[src/rtl/exe_mem_pkg.sv]
// Shared types and constants for the EXE->MEM boundary stage.
package exe_mem_pkg;

  localparam int unsigned EM_DATA_W     = 32;
  localparam int unsigned EM_REG_ADDR_W = 4;
  localparam int unsigned STATUS_W      = 4;

  localparam int unsigned STATUS_N = 3;
  localparam int unsigned STATUS_Z = 2;
  localparam int unsigned STATUS_C = 1;
  localparam int unsigned STATUS_V = 0;

  typedef struct packed {
    logic [EM_DATA_W-1:0]     res;
    logic                     wb_en;
    logic                     mem_r_en;
    logic                     mem_w_en;
    logic [EM_REG_ADDR_W-1:0] dest;
    logic [EM_DATA_W-1:0]     st_val;
  } exe_mem_entry_t;

  localparam int unsigned ENTRY_W = $bits(exe_mem_entry_t);

endpackage

[src/rtl/skid_buf.sv]
// Generic 2-entry valid/ready skid buffer with flush; ready and valid come
// straight from state so neither side sees a combinational path through it.
module skid_buf #(
  parameter int unsigned W = 8
) (
  input  logic         clk,
  input  logic         rst_n,
  input  logic         i_flush,
  input  logic         i_valid,
  output logic         o_ready,
  input  logic [W-1:0] i_data,
  output logic         o_valid,
  input  logic         i_ready,
  output logic [W-1:0] o_data
);

  logic         r_main_valid;
  logic         r_skid_valid;
  logic [W-1:0] r_main;
  logic [W-1:0] r_skid;
  logic         w_accept;
  logic         w_handoff;

  assign w_accept  = i_valid & ~r_skid_valid & ~i_flush;
  assign w_handoff = r_main_valid & i_ready;

  always_ff @(posedge clk or negedge rst_n) begin
    if (!rst_n) begin
      r_main_valid <= 1'b0;
      r_skid_valid <= 1'b0;
      r_main       <= '0;
      r_skid       <= '0;
    end else if (i_flush) begin
      r_main_valid <= 1'b0;
      r_skid_valid <= 1'b0;
    end else if (!r_main_valid) begin
      if (w_accept) begin
        r_main       <= i_data;
        r_main_valid <= 1'b1;
      end
    end else if (!w_handoff) begin
      // Head stalled: a new entry parks in the skid slot.
      if (w_accept) begin
        r_skid       <= i_data;
        r_skid_valid <= 1'b1;
      end
    end else if (r_skid_valid) begin
      r_main       <= r_skid;
      r_skid_valid <= 1'b0;
    end else if (w_accept) begin
      r_main <= i_data;
    end else begin
      r_main_valid <= 1'b0;
    end
  end

  assign o_ready = ~r_skid_valid;
  assign o_valid = r_main_valid;
  assign o_data  = r_main;

endmodule

[src/rtl/exe_mem_skid_stage.sv]
// EXE->MEM pipeline stage: skid-buffered entry handoff plus the NZCV register.
// Optional forwarding outputs enabled by defining EXE_MEM_FWD_EN.
module exe_mem_skid_stage
  import exe_mem_pkg::*;
#(
  parameter int unsigned DATA_W     = EM_DATA_W,
  parameter int unsigned REG_ADDR_W = EM_REG_ADDR_W
) (
  input  logic                  clk,
  input  logic                  rst_n,
  input  logic                  flush,
  input  logic                  in_valid,
  output logic                  in_ready,
  input  logic [DATA_W-1:0]     in_res,
  input  logic [3:0]            in_status,
  input  logic                  in_s,
  input  logic                  in_wb_en,
  input  logic                  in_mem_r_en,
  input  logic                  in_mem_w_en,
  input  logic [REG_ADDR_W-1:0] in_dest,
  input  logic [DATA_W-1:0]     in_st_val,
  output logic                  out_valid,
  input  logic                  out_ready,
  output logic [DATA_W-1:0]     out_res,
  output logic                  out_wb_en,
  output logic                  out_mem_r_en,
  output logic                  out_mem_w_en,
  output logic [REG_ADDR_W-1:0] out_dest,
  output logic [DATA_W-1:0]     out_st_val,
`ifdef EXE_MEM_FWD_EN
  output logic                  fwd_valid,
  output logic [REG_ADDR_W-1:0] fwd_dest,
  output logic [DATA_W-1:0]     fwd_res,
`endif
  output logic [3:0]            status_q,
  output logic                  carry_out
);

  exe_mem_entry_t      w_in_entry;
  exe_mem_entry_t      w_head;
  logic [ENTRY_W-1:0]  w_head_bits;
  logic                w_accept;
  logic [STATUS_W-1:0] r_status;

  always_comb begin
    w_in_entry          = '0;
    w_in_entry.res      = in_res;
    w_in_entry.wb_en    = in_wb_en;
    w_in_entry.mem_r_en = in_mem_r_en;
    w_in_entry.mem_w_en = in_mem_w_en;
    w_in_entry.dest     = in_dest;
    w_in_entry.st_val   = in_st_val;
  end

  skid_buf #(.W(ENTRY_W)) u_skid_buf (
    .clk     (clk),
    .rst_n   (rst_n),
    .i_flush (flush),
    .i_valid (in_valid),
    .o_ready (in_ready),
    .i_data  (w_in_entry),
    .o_valid (out_valid),
    .i_ready (out_ready),
    .o_data  (w_head_bits)
  );

  assign w_head       = exe_mem_entry_t'(w_head_bits);
  assign out_res      = w_head.res;
  assign out_wb_en    = w_head.wb_en;
  assign out_mem_r_en = w_head.mem_r_en;
  assign out_mem_w_en = w_head.mem_w_en;
  assign out_dest     = w_head.dest;
  assign out_st_val   = w_head.st_val;

  // Flags commit at accept, independent of how long the entry stalls later.
  assign w_accept = in_valid & in_ready & ~flush;

  always_ff @(posedge clk or negedge rst_n) begin
    if (!rst_n) begin
      r_status <= '0;
    end else if (w_accept && in_s) begin
      r_status <= in_status;
    end
  end

  assign status_q  = r_status;
  assign carry_out = r_status[STATUS_C];

`ifdef EXE_MEM_FWD_EN
  // Load data is not available yet at this point, so loads never forward.
  assign fwd_valid = out_valid & w_head.wb_en & ~w_head.mem_r_en;
  assign fwd_dest  = w_head.dest;
  assign fwd_res   = w_head.res;
`endif

endmodule

[config.mk]
export PLATFORM = sky130hd
export DESIGN_NAME = exe_mem_skid_stage
export DESIGN_NICKNAME = d
export VERILOG_FILES = /design/src/rtl/exe_mem_pkg.sv /design/src/rtl/skid_buf.sv /design/src/rtl/exe_mem_skid_stage.sv
export SDC_FILE = /design/constraint.sdc
export NUM_CORES = 1
export LEC_CHECK = 0
export BUFFER_PORTS_ARGS = -buffer_cell sky130_fd_sc_hd__buf_2
export CAP_MARGIN = 10
export CORE_MARGIN = 4
export CORE_UTILIZATION = 49
export DETAILED_ROUTE_END_ITERATION = 8
export PLACE_DENSITY = 0.81
export SYNTH_ARGS = -nofsm -noshare
export SYNTH_HDL_FRONTEND = slang
export SYNTH_SLANG_ARGS = --single-unit
[constraint.sdc]
create_clock -name clk -period 1.9 [get_ports clk]
set_input_delay 0.095 -clock clk [delete_from_list [all_inputs] [get_ports clk]]
set_output_delay 0.095 -clock clk [all_outputs]
set_load 0.005 [all_outputs]
; ---- Yosys cells after proc, flatten, opt, wreduce, memory -nomap -nowiden
; Index checks and enable logic that the tools add are counted.
[totals]
regBits = 148
in_bits = 81
word_cells = 31
output_inout_bits = 78
[op_classes]
n_mux = 13
eq_ne = 1
reduce_logical = 6
bitwise_logic = 6
[ops]
columns = cell, n
row1 = $mux 71, 4
row2 = $mux 1, 9
row3 = $reduce_and 2->1, 2
row4 = $reduce_and 4->1, 1
row5 = $and 1x1->1, 3
row6 = $not 1->1, 3
row7 = $reduce_bool 3->1, 1
row8 = $ne 2x2->1 const B, 1
row9 = $reduce_bool 2->1, 1
row10 = $logic_and 1x1->1, 1

; ---- Longest topological paths before layout
; Gate-level depths: netlist of the first run.
[depth]
depth_word = 8
depth_mapped = 5
ltp_nobuf = 3

; ---- Cells and area by module
; From an unflattened synthesis of the first run, not the netlist that was laid out.
[unflattened]
cells_unflattened = 398
area_unflattened_um2 = 6411.1
[modules_own_cells]
columns = module, cells_each, instances, seq_area_each_um2, area_per_inst_um2
row1 = skid_buf, 388, 1, 3603.5, 6234.7
row2 = exe_mem_skid_stage, 10, 1, 100.1, 176.4

; ---- Worst setup path after synthesis of the first run
; OpenSTA, ideal clock, no wires.
[synth_path]
path_kind = register to register
startpoint = register u_skid_buf.r_skid_valid
endpoint = register u_skid_buf.r_skid[0]
synth_period_minus_slack_ns = 1.761
path_slack_ns = 0.139
setup_time_ns = 0.125
n_path_buf = 2
arrival_ns = 1.636
t_required_ns = 1.775
path_stages_with_launch = 6
path_cell_list = dfrtp_1 nand2b_4 or4b_1 buf_4 buf_6 mux2_4
[synth_between]
elab_chain_len = 4
[synth_rtl]
columns = item, line
row1 = "start, declared", skid_buf.sv:18  ; logic r_skid_valid;
row2 = "start signal, assigned", skid_buf.sv:30  ; r_skid_valid <= 1'b0;
row3 = "start signal, assigned", skid_buf.sv:35  ; r_skid_valid <= 1'b0;
row4 = "start signal, assigned", skid_buf.sv:45  ; r_skid_valid <= 1'b1;
row5 = $not 1->1, skid_buf.sv:24  ; assign w_accept = i_valid & ~r_skid_valid & ~i_flush;
row6 = $and 1x1->1 (2 in a row), skid_buf.sv:24
row7 = $reduce_and 4->1 (no line), --
row8 = "end signal, assigned", skid_buf.sv:44  ; r_skid <= i_data;
row9 = "end, declared", skid_buf.sv:20  ; logic [W-1:0] r_skid;
; Every way passes these cells.
; A chain may end at the register's enable or synchronous reset.

; ---- Worst setup path in the final report of the first run
[layout_path]
startpoint = register u_skid_buf.r_main_valid (netlist: u_skid_buf.o_valid)
endpoint = register u_skid_buf.r_main[66] (netlist: u_skid_buf.o_data[66])
[layout_between]
elab_chain_len = 3
elab_cells_between_ends = 4
cone_classes = 1 x eq/ne / 1 x mux / 1 x bitwise / 1 x reduce/logical
[layout_rtl]
columns = item, line
row1 = "start, declared", skid_buf.sv:17  ; logic r_main_valid;
row2 = "start signal, assigned", skid_buf.sv:29  ; r_main_valid <= 1'b0;
row3 = "start signal, assigned", skid_buf.sv:34  ; r_main_valid <= 1'b0;
row4 = "start signal, assigned", skid_buf.sv:39  ; r_main_valid <= 1'b1;
row5 = $and 1x1->1, skid_buf.sv:25  ; assign w_handoff = r_main_valid & i_ready;
row6 = $ne 2x2->1 (no line), --
row7 = $reduce_and 2->1 (no line), --
row8 = "end signal, assigned", skid_buf.sv:38  ; r_main <= i_data;
row9 = "end signal, assigned", skid_buf.sv:48  ; r_main <= r_skid;
row10 = "end signal, assigned", skid_buf.sv:51  ; r_main <= i_data;
row11 = "end, declared", skid_buf.sv:19  ; logic [W-1:0] r_main;
; Parallel ways exist; a longest one is shown, timed or not.

==> results.py, run 1 <==
metrics = {
    "outcome": {
        "outcome": "finished, final reports clean",
    },
    "synth": {
        "syn_area_per_cell_um2": 16.8,
        "synth.distinct_cells": 16,
        "synthCells": 399,
        "yosys_register_bits": 148,
        "ys_seq_area_share_pct": 55.3,
        "synth_top_area_cell": "dfrtp_1",
        "ys_top_cells_by_area": "dfrtp_1, mux2_2, mux2_4, buf_6, mux2_1",
        "synth_area_um2": 6700,
        "synth-warning-count": 0,
        "synth_top_area_share_pct": 55.3,
        "synth_nets": 480,
    },
    "sta": {
        "fin_crit_sh_pct": 95.7,
        "rsz0062_at_grt": "false",
        "finalMaxSlewViolations": 0,
        "fin_tns_setup_ns": 0,
        "worstMarginPinSlew_ns": 0.444,
        "setup_viol": 0,
        "fmax_mhz": 550,
        "min_period_ns": 1.82,
        "relSlewSlack_pct": 70.4,
        "finalHoldViolCount": 0,
        "clock_skew_ns": 0.00719,
    },
    "placed_design": {
        "io_buffers": 158,
        "gp_congestion": 0.763,
        "post_dp_cell_area_um2": 7710,
        "place_hpwl_mm": 9.18,
    },
    "global_routing": {
        "grt_remaining_overflow": 0,
        "grt_usage_pct": 19.6,
        "grt_max_degree": 47,
        "antenna_found_initial": 0,
        "first_global_vias": 4902,
        "grt_pass1_wl_mm": 25.0,
    },
    "finish": {
        "layout.nets": 724,
        "final_area_um2": 9170,
        "drive_gt1_share_pct": 63.5,
        "areaGrowthSynthToFinish_pct": 36.8,
        "nFillCells": 872,
        "n_antenna_cell": 0,
    },
    "worst_setup_path": {
        "cp_data_required_time_ns": 2.19,
        "crit_path_end_kind": "register",
        "startpoint_type": "register",
        "cp_max_fo": 37,
        "path_class": "reg -> reg",
        "critPathArrivalTime_ns": 2.11,
    },
    "clocking": {
        "htree_levels": 4,
        "cts_buffers": 17,
        "cts_setup_buffers": 0,
        "clkTransAtPathRegs_ns": 0.06,
        "cts_sinks": 148,
        "clockRootBuffer": "clkbuf_16",
        "clockBufferDepth": 2,
        "cts_tree": "done",
        "clock_latency_ns": 0.41,
    },
    "floorplan": {
        "die-area_um2": 15600,
        "initial_utilization_pct": 50.4,
        "die_h_um": 125,
        "die_x_um": 125,
        "row_count": 42,
        "ioPinCount": 159,
        "core_area_um2": 13300,
    },
    "power_and_ir_drop": {
        "p_per_area_nw_per_um2": 1110,
        "p_leak_nw": 4.46,
        "irDropWorstVdd_uv": 627,
    },
    "drt": {
        "routed_wl_mm": 14.8,
        "post-route-drc-count": 0,
        "ant_nets": 0,
        "drtIter0Drc": 134,
        "viasPerCell": 5.05,
        "via_count": 4200,
        "wl_per_cell_um": 17.8,
        "dr.pass1.iters": 4,
    },
    "run": {
        "cap_viol_max_count": 0,
    },
    "worst_hold_path": {
        "hold_path_class": "in -> reg",
    },
}
-- critical path, stage by stage, from the launching register on --
cell and delay, ns:
dfrtp_1 0.52, nand2_4 0.13, a221oi_4 0.38, buf_12 0.27, mux2_2 0.37
-- per-stage QoR --
step	total power (W)	setup slack [ns]	hold WS (ns)	cells	utilization, %
2_1_floorplan	0.00547	0.139	-0.201	399	-
3_3_place_gp	0.00615	0.149	0.0509	721	58.0
3_5_place_dp	0.00627	0.0920	0.0590	721	58.0
4_1_cts	0.0102	0.0841	0.0261	831	68.9
5_1_grt	0.0106	0.00547	0.0301	831	68.9
6_report	0.0101	0.0812	0.0425	831	68.9
-- cells by family (layout without fill, tap and decap cells) --
family / after synthesis / in the layout / share of synthesized area, %
mux: 217 / 217 / 40.4
flops: 148 / 148 / 55.3
buf+inv: 25 / 281 / 3.08
compound gates: 5 / 5 / 0.728
simple gates: 4 / 4 / 0.560
-- cell usage in the layout, fill, tap and decap left out, types with 3 or more instances in the layout --
cell,n
buf_12,8
buf_2,157
buf_4,3
bufinv_16,6
clkbuf_16,17
clkinv_2,3
dfrtp_1,148
dlygate4sd3_1,79
mux2_1,3
mux2_2,144
mux2_4,70
-- state kept, by name, summed over array words and instances (netlist names) --
signal                   flops
status_q                     4
u_skid_buf.r_skid_valid      1
u_skid_buf.r_skid           71
u_skid_buf.o_data           71
u_skid_buf.o_valid           1
-- where the power goes --
group / switching, W / total (W) / internal [W]
clock: 0.00125 / 0.00377 / 0.00252
combinational: 0.000647 / 0.00199 / 0.00134
sequential: 0.000457 / 0.00439 / 0.00393
total: 0.00235 / 0.0101 / 0.00780
-- area by class of cell --
cell class / instances / area [um2] / area share [%]
clock buffers: 21 / 460 / 5.02
clock inverters: 10 / 203 / 2.21
inverters: 2 / 7.51 / 0.0819
multi-input cells: 226 / 2800 / 30.6
flip-flops and latches: 148 / 3700 / 40.4
well taps: 176 / 220 / 2.40
repair buffers: 248 / 1770 / 19.3
-- cell usage after synthesis --
library cell / n
a211oi_1: 1
a21oi_1: 2
a221oi_4: 1
buf_4: 2
buf_6: 14
clkbuf_1: 7
dfrtp_1: 148
inv_1: 2
mux2_1: 3
mux2_2: 144
mux2_4: 70
nand2_2: 1
nand2b_4: 1
nor3b_1: 1
o21ai_0: 1
or4b_1: 1
-- path summary, 6_finish.rpt --
kind / from / endpoint / slack (ns) / cells past startpoint
worst max-delay path: u_skid_buf.o_valid$_DFF_PN0_ / u_skid_buf.o_data[66]$_DFFE_PN0P_ / 0.08 / 4
worst min-delay path: in_valid / u_skid_buf.o_valid$_DFF_PN0_ / 0.04 / 3
worst max register to register: u_skid_buf.o_valid$_DFF_PN0_ / u_skid_buf.o_data[66]$_DFFE_PN0P_ / 0.08 / 4
worst min register to register: u_skid_buf.o_data[9]$_DFFE_PN0P_ / u_skid_buf.o_data[9]$_DFFE_PN0P_ / 0.50 / 1
max in group asynchronous: rst_n / u_skid_buf.o_data[41]$_DFFE_PN0P_ / 1.06 / 3
min in group asynchronous: rst_n / u_skid_buf.o_data[35]$_DFFE_PN0P_ / 0.17 / 2
-- per-layer routing --
layer | routed length (um) | track usage [%]
met1 | 6140 | 23.7
met2 | 7610 | 33.9
met3 | 888 | 5.97
met4 | 185 | 5.99
met5 | 0 | 0
-- timing repair --
action	in CTS	in global routing
resized for setup	0	0
setup endpoints to repair	0	0
hold buffers	79	0
endpoints found under the hold margin	120	0
No activity file was read; power rests on OpenSTA's default activity.
==> run 2, diff against run 1 <==
--- a/config.mk
+++ b/config.mk
@@ -9,7 +9,7 @@
 export CAP_MARGIN = 10
 export CORE_MARGIN = 4
-export CORE_UTILIZATION = 49
+export CORE_UTILIZATION = 45
 export DETAILED_ROUTE_END_ITERATION = 8
-export PLACE_DENSITY = 0.81
+export PLACE_DENSITY = 0.75
 export SYNTH_ARGS = -nofsm -noshare
 export SYNTH_HDL_FRONTEND = slang
==> constraint.sdc (replaced) <==
create_clock -name clk -period 1.9 [get_ports clk]
set_input_delay 0.095 -clock clk [delete_from_list [all_inputs] [get_ports clk]]
set_output_delay 0.095 -clock clk [all_outputs]
set_load 0.02 [all_outputs]
==> results.py, run 2 (same netlist as run 1, synthesis figures left out) <==
metrics = {
    "outcome": {
        "outcome": "finished, final reports clean",
    },
    "placed_design": {
        "place_hpwl_mm": 8.92,
        "gp_congestion": 0.716,
        "io_buffers": 158,
    },
    "finish": {
        "multiInputGateArea_um2": 2800,
        "regArea_um2": 3700,
        "layout.nets": 723,
        "n_antenna_cell": 0,
        "drive_gt1_share_pct": 63.7,
        "final_cell_mix": "buf_2, dfrtp_1, mux2_2",
        "areaGrowthSynthToFinish_pct": 35.8,
        "nFillCells": 1053,
        "final_common_cell": "buf_2",
    },
    "worst_setup_path": {
        "startpoint_type": "register",
        "worstReg2RegEnd": "u_skid_buf.o_data[8]$_DFFE_PN0P_",
        "reg2reg_depth": 4,
        "crit_path_cell_trace": "nand2_4, a221oi_4, buf_12, mux2_2",
        "crit_path_end_kind": "register",
        "path_class": "reg -> reg",
        "max_stage_delay_ns": 0.51,
        "cp_data_required_time_ns": 2.19,
        "crit_slowest_cell": "dfrtp_1",
        "cp_max_fo": 40,
        "reg2reg_slack_ns": 0.08,
        "r2r-start": "u_skid_buf.o_valid$_DFF_PN0_",
        "critPathArrivalTime_ns": 2.10,
    },
    "clocking": {
        "cts_buffers": 17,
        "postCtsResizedCells": 0,
        "clkTransAtPathRegs_ns": 0.06,
        "htree_levels": 4,
        "cts_setup_buffers": 0,
        "clockRootBuffer": "clkbuf_16",
        "clock_latency_ns": 0.41,
        "cts_sinks": 148,
        "clockBufferDepth": 2,
        "cts_tree": "done",
    },
    "drt": {
        "wl_per_cell_um": 17.2,
        "ant_nets": 0,
        "dr.pass1.iters": 4,
        "post-route-drc-count": 0,
        "routed_wl_mm": 14.4,
        "via_count": 4167,
        "viasPerCell": 4.97,
        "drtIter0Drc": 150,
    },
    "run": {
        "cap_viol_max_count": 0,
    },
    "sta": {
        "relSlewSlack_pct": 72.4,
        "fmax_mhz": 551,
        "clock_skew_ns": 0.00475,
        "worstMarginPinSlew_ns": 0.415,
        "finalHoldViolCount": 0,
        "finalMaxSlewViolations": 0,
        "setup_viol": 0,
        "min_period_ns": 1.82,
        "fin_crit_sh_pct": 95.5,
        "rsz0062_at_grt": "false",
        "fin_tns_setup_ns": 0,
    },
    "worst_hold_path": {
        "min_path_cells": 3,
        "hold_path_class": "in -> reg",
        "min_from": "in_valid",
        "whs_endpoint": "u_skid_buf.o_valid$_DFF_PN0_",
    },
    "global_routing": {
        "grt_remaining_overflow": 0,
        "antenna_found_initial": 0,
        "grt_pass1_wl_mm": 23.5,
        "grt_usage_pct": 17.8,
        "grt_max_degree": 68,
        "first_global_vias": 4685,
    },
    "floorplan": {
        "die_h_um": 130,
        "die_x_um": 130,
        "initial_utilization_pct": 45.9,
        "die-area_um2": 16900,
        "core_area_um2": 14600,
        "ioPinCount": 159,
        "row_count": 44,
    },
    "power_and_ir_drop": {
        "p_leak_nw": 4.43,
        "power_w": 0.0101,
        "p_per_area_nw_per_um2": 1110,
        "irDropWorstVdd_uv": 625,
    },
}
run 2: cell count changes in the layout (fill, tap and decap cells not counted):
| cell | previous run | this run |
|---|---|---|
| clkbuf_1 | 2 | 1 |
| clkinv_4 | 0 | 1 |
| clkinv_2 | 3 | 4 |
| bufinv_16 | 6 | 2 |
| buf_12 | 8 | 7 |
| clkbuf_8 | 2 | 6 |
run 2: metrics by stage:
step                utilization (%)  setup slack, ns  instances  area, um2  hold slack [ns]
finish                         62.4           0.0850        839       9100           0.0216
global route                   62.4          0.00699        839       9100          0.00107
CTS                            62.4           0.0774        839       9100         0.000998
detailed placement             52.8           0.0896        728       7700          -0.0106
global placement               52.8            0.130        728       7700          -0.0129
floorplan                         -           0.0245        399       6700           -0.201
run 2: metal layers:
metal | global-route usage (%) | part of all wire, % | up-vias
met5 | 0 | 0 | -
met1 | 21.3 | 42 | 2106
met4 | 5.56 | 1.7 | 0
met2 | 31.2 | 51 | 119
li1 | - | - | 1921
met3 | 5.12 | 4.9 | 21
run 2: worst max-delay path: cells and delay by family (launching register included):
kind                   cells  cell delay, ns
flip-flops                 1            0.51
multiplexers               1            0.38
AO/OA/AOI/OAI              1            0.37
buffers and inverters      1            0.29
AND/OR/NAND/NOR            1            0.12
run 2: repair_timing:
item                                    4_1_cts  5_1_grt
hold endpoints to repair                    225        0
endpoints found under the setup margin        0        0
hold buffers                                 79        0
run 2: cell type report:
cell class | count | share of cell area (%)
multi-input cells | 226 | 30.8
well taps | 184 | 2.53
inverters | 2 | 0.0825
flip-flops and latches | 148 | 40.7
repair buffers | 247 | 19.2
clock buffers | 24 | 5.62
clock inverters | 8 | 1.06
run 2: how the worst max path moves through the flow:
stage | from | to | slack, ns | cells after the start
6_report | u_skid_buf.o_valid$_DFF_PN0_ | u_skid_buf.o_data[8]$_DFFE_PN0P_ | 0.08 | 4
5_1_grt | u_skid_buf.o_valid$_DFF_PN0_ | u_skid_buf.o_data[27]$_DFFE_PN0P_ | 0.007 | 4
4_1_cts | u_skid_buf.o_valid$_DFF_PN0_ | u_skid_buf.o_data[40]$_DFFE_PN0P_ | 0.08 | 4
3_5_place_dp | u_skid_buf.o_valid$_DFF_PN0_ | u_skid_buf.o_data[40]$_DFFE_PN0P_ | 0.09 | 4
3_3_place_gp | u_skid_buf.r_skid_valid$_DFFE_PN0P_ | u_skid_buf.r_skid[4]$_DFFE_PN0P_ | 0.13 | 4
2_1_floorplan | u_skid_buf.o_valid$_DFF_PN0_ | u_skid_buf.o_data[10]$_DFFE_PN0P_ | 0.02 | 4
run 2: power by group:
group	total, W	switching, W	internal (W)
clock network	0.00337	0.00123	0.00214
registers	0.00436	0.000429	0.00393
logic	0.00241	0.00107	0.00135
total	0.0101	0.00272	0.00742
==> run 3, diff against run 2 <==
- ABC_AREA: unset -> 1
==> results.py, run 3 <==
metrics = {
    "synth": {
        "synth_top_area_cell": "dfrtp_1",
        "yosys.cell_count.top_type": "nand2_1",
        "synth-warning-count": 0,
        "ys_seq_area_share_pct": 49.9,
        "synthArstFlopShare_pct": 100,
        "synth_nets": 1100,
        "synth.distinct_cells": 18,
        "syn_area_per_cell_um2": 7.29,
        "synth_common_cells": "nand2_1, inv_1, dfrtp_1, nand3_1, o21ai_1",
        "synth_ff_type": "dfrtp_1",
        "synth-edff-count": 0,
        "yosys_register_bits": 148,
        "synth_top_area_share_pct": 49.9,
        "synth_area_um2": 7430,
        "ys_top_cells_by_area": "dfrtp_1, nand2_1, inv_1, nand3_1, o21ai_1",
        "synthCells": 1019,
    },
    "sta": {
        "worstMarginPinSlew_ns": 0.711,
        "setup_viol": 0,
        "relSlewSlack_pct": 52.6,
        "rsz0062_at_grt": "false",
        "finalHoldViolCount": 0,
        "fmax_mhz": 574,
        "clock_skew_ns": 0.00985,
        "finalMaxSlewViolations": 0,
        "setup_slack_ns": 0.159,
        "fin_crit_sh_pct": 91.6,
        "fin_tns_setup_ns": 0,
        "min_period_ns": 1.74,
    },
    "global_routing": {
        "grt_pass1_wl_mm": 32.3,
        "antenna_found_initial": 1,
        "grt_remaining_overflow": 0,
        "grt_max_degree": 73,
        "gr-usage-met1_pct": 29.1,
        "busiest_layer": "met2",
        "first_global_vias": 6638,
        "grt_usage_pct": 21.7,
        "met3_usage_pct": 4.55,
        "globalRouteMet2Util_pct": 34.8,
    },
    "clocking": {
        "postCtsResizedCells": 0,
        "cts_sinks": 148,
        "clock_latency_ns": 0.42,
        "cts_buffers": 17,
        "clockRootBuffer": "clkbuf_16",
        "clockBufferDepth": 2,
        "clkTransAtPathRegs_ns": 0.06,
        "htree_levels": 4,
        "cts_tree": "done",
    },
    "drt": {
        "drtIter0Drc": 571,
        "dr.pass1.iters": 5,
        "routed_wl_mm": 19.8,
        "viasPerCell": 4.71,
        "wl_per_cell_um": 13.6,
        "via_count": 6881,
        "ant_nets": 0,
        "post-route-drc-count": 0,
    },
    "finish": {
        "fin_util_pct": 60.4,
        "multiInputGateArea_um2": 2570,
        "regArea_um2": 3710,
        "areaGrowthSynthToFinish_pct": 30.6,
        "layout.nets": 1312,
        "final_cell_mix": "nand2_1, inv_1, buf_2",
        "instances_no_fill": 1460,
        "n_antenna_cell": 0,
        "nFillCells": 1379,
        "drive_gt1_share_pct": 17.6,
        "final_common_cell": "nand2_1",
    },
    "floorplan": {
        "row_count": 46,
        "die_h_um": 136,
        "initial_utilization_pct": 46.3,
        "core_area_um2": 16100,
        "ioPinCount": 159,
        "die-area_um2": 18600,
        "die_x_um": 136,
    },
    "worst_setup_path": {
        "crit_path_end_kind": "output pin",
        "cp_data_required_time_ns": 1.80,
        "reg2reg_slack_ns": 0.22,
        "path_class": "reg -> out",
        "startpoint_type": "register",
        "cp_max_fo": 36,
        "critPathArrivalTime_ns": 1.65,
    },
    "outcome": {
        "outcome": "finished, final reports clean",
    },
    "power_and_ir_drop": {
        "power_w": 0.00974,
        "irDropWorstVdd_uv": 633,
        "p_per_area_nw_per_um2": 1000,
        "netSwitchingFraction_pct": 32.0,
        "p_int_w": 0.00662,
        "pwr-share-seq_pct": 43.7,
        "comb_power_share_pct": 23.0,
        "p_sw_w": 0.00312,
        "p_leak_nw": 5.75,
        "clockPowerShare_pct": 33.3,
    },
    "worst_hold_path": {
        "hold_path_class": "in -> reg",
    },
    "placed_design": {
        "dp_cells": 1351,
        "gp_congestion": 0.773,
        "io_buffers": 158,
        "place_hpwl_mm": 11.8,
        "place_ws_ns": 0.226,
    },
    "run": {
        "cap_viol_max_count": 0,
    },
}
run 3: path summary, 6_finish.rpt:
path,startpoint,endpoint,depth (start not counted)
setup reg to reg,u_skid_buf.o_valid$_DFF_PN0_,u_skid_buf.r_skid[32]$_DFFE_PN0P_,6
hold / removal,out_ready,u_skid_buf.r_skid_valid$_DFFE_PN0P_,4
hold reg to reg,u_skid_buf.o_data[38]$_DFFE_PN0P_,u_skid_buf.o_data[38]$_DFFE_PN0P_,2
max in group asynchronous,rst_n,u_skid_buf.r_skid[22]$_DFFE_PN0P_,3
setup / recovery,u_skid_buf.o_valid$_DFF_PN0_,out_valid,2
min in group asynchronous,rst_n,u_skid_buf.r_skid[52]$_DFFE_PN0P_,2
run 3: logic make-up after synthesis:
kind of cell | Yosys count | synth area share (%)
simple gates | 517 | 29.4
flops | 148 | 49.9
compound gates | 76 | 5.15
buf+inv | 278 | 15.6
run 3: worst max-delay path, cell delays in order (launching register included):
cell and delay, ns:
dfrtp_2 0.52, buf_4 0.43, buf_2 0.25
run 3: routing by layer:
layer	routed length [um]	share of wire (%)
met5	7	0.035
met4	533	2.7
met3	1280	6.5
met2	9190	46
met1	8790	44
run 3: power groups by stage:
| stage | clock [W] | sequential (W) | combinational (W) |
|---|---|---|---|
| after global placement | 0 | 0.00428 | 0.00206 |
| final | 0.00324 | 0.00426 | 0.00224 |
| after global routing | 0.00344 | 0.00433 | 0.00252 |
| after CTS | 0.00329 | 0.00424 | 0.00225 |
| after detailed placement | 0 | 0.00429 | 0.00212 |
| after floorplan | 0 | 0.00463 | 0.000986 |
run 3: repair_timing:
item                                   CTS  global route
setup buffers                            0             0
endpoints found under the hold margin  117             0
hold buffers                            77             0
run 3: layout make-up:
type,count,area share (%)
timing repair buffer,253,18.2
inverter,218,8.44
clock inverter,12,1.08
clock buffer,20,4.81
multi-input combinational,593,26.5
sequential,148,38.2
tap,216,2.79
run 3: stage by stage:
step / hold WS [ns] / instance area [um2]
2_1_floorplan: -0.201 / 7430
3_3_place_gp: 0.0679 / 8360
3_5_place_dp: 0.0719 / 8360
4_1_cts: 0.0198 / 9700
5_1_grt: 0.0362 / 9700
6_report: 0.0325 / 9700
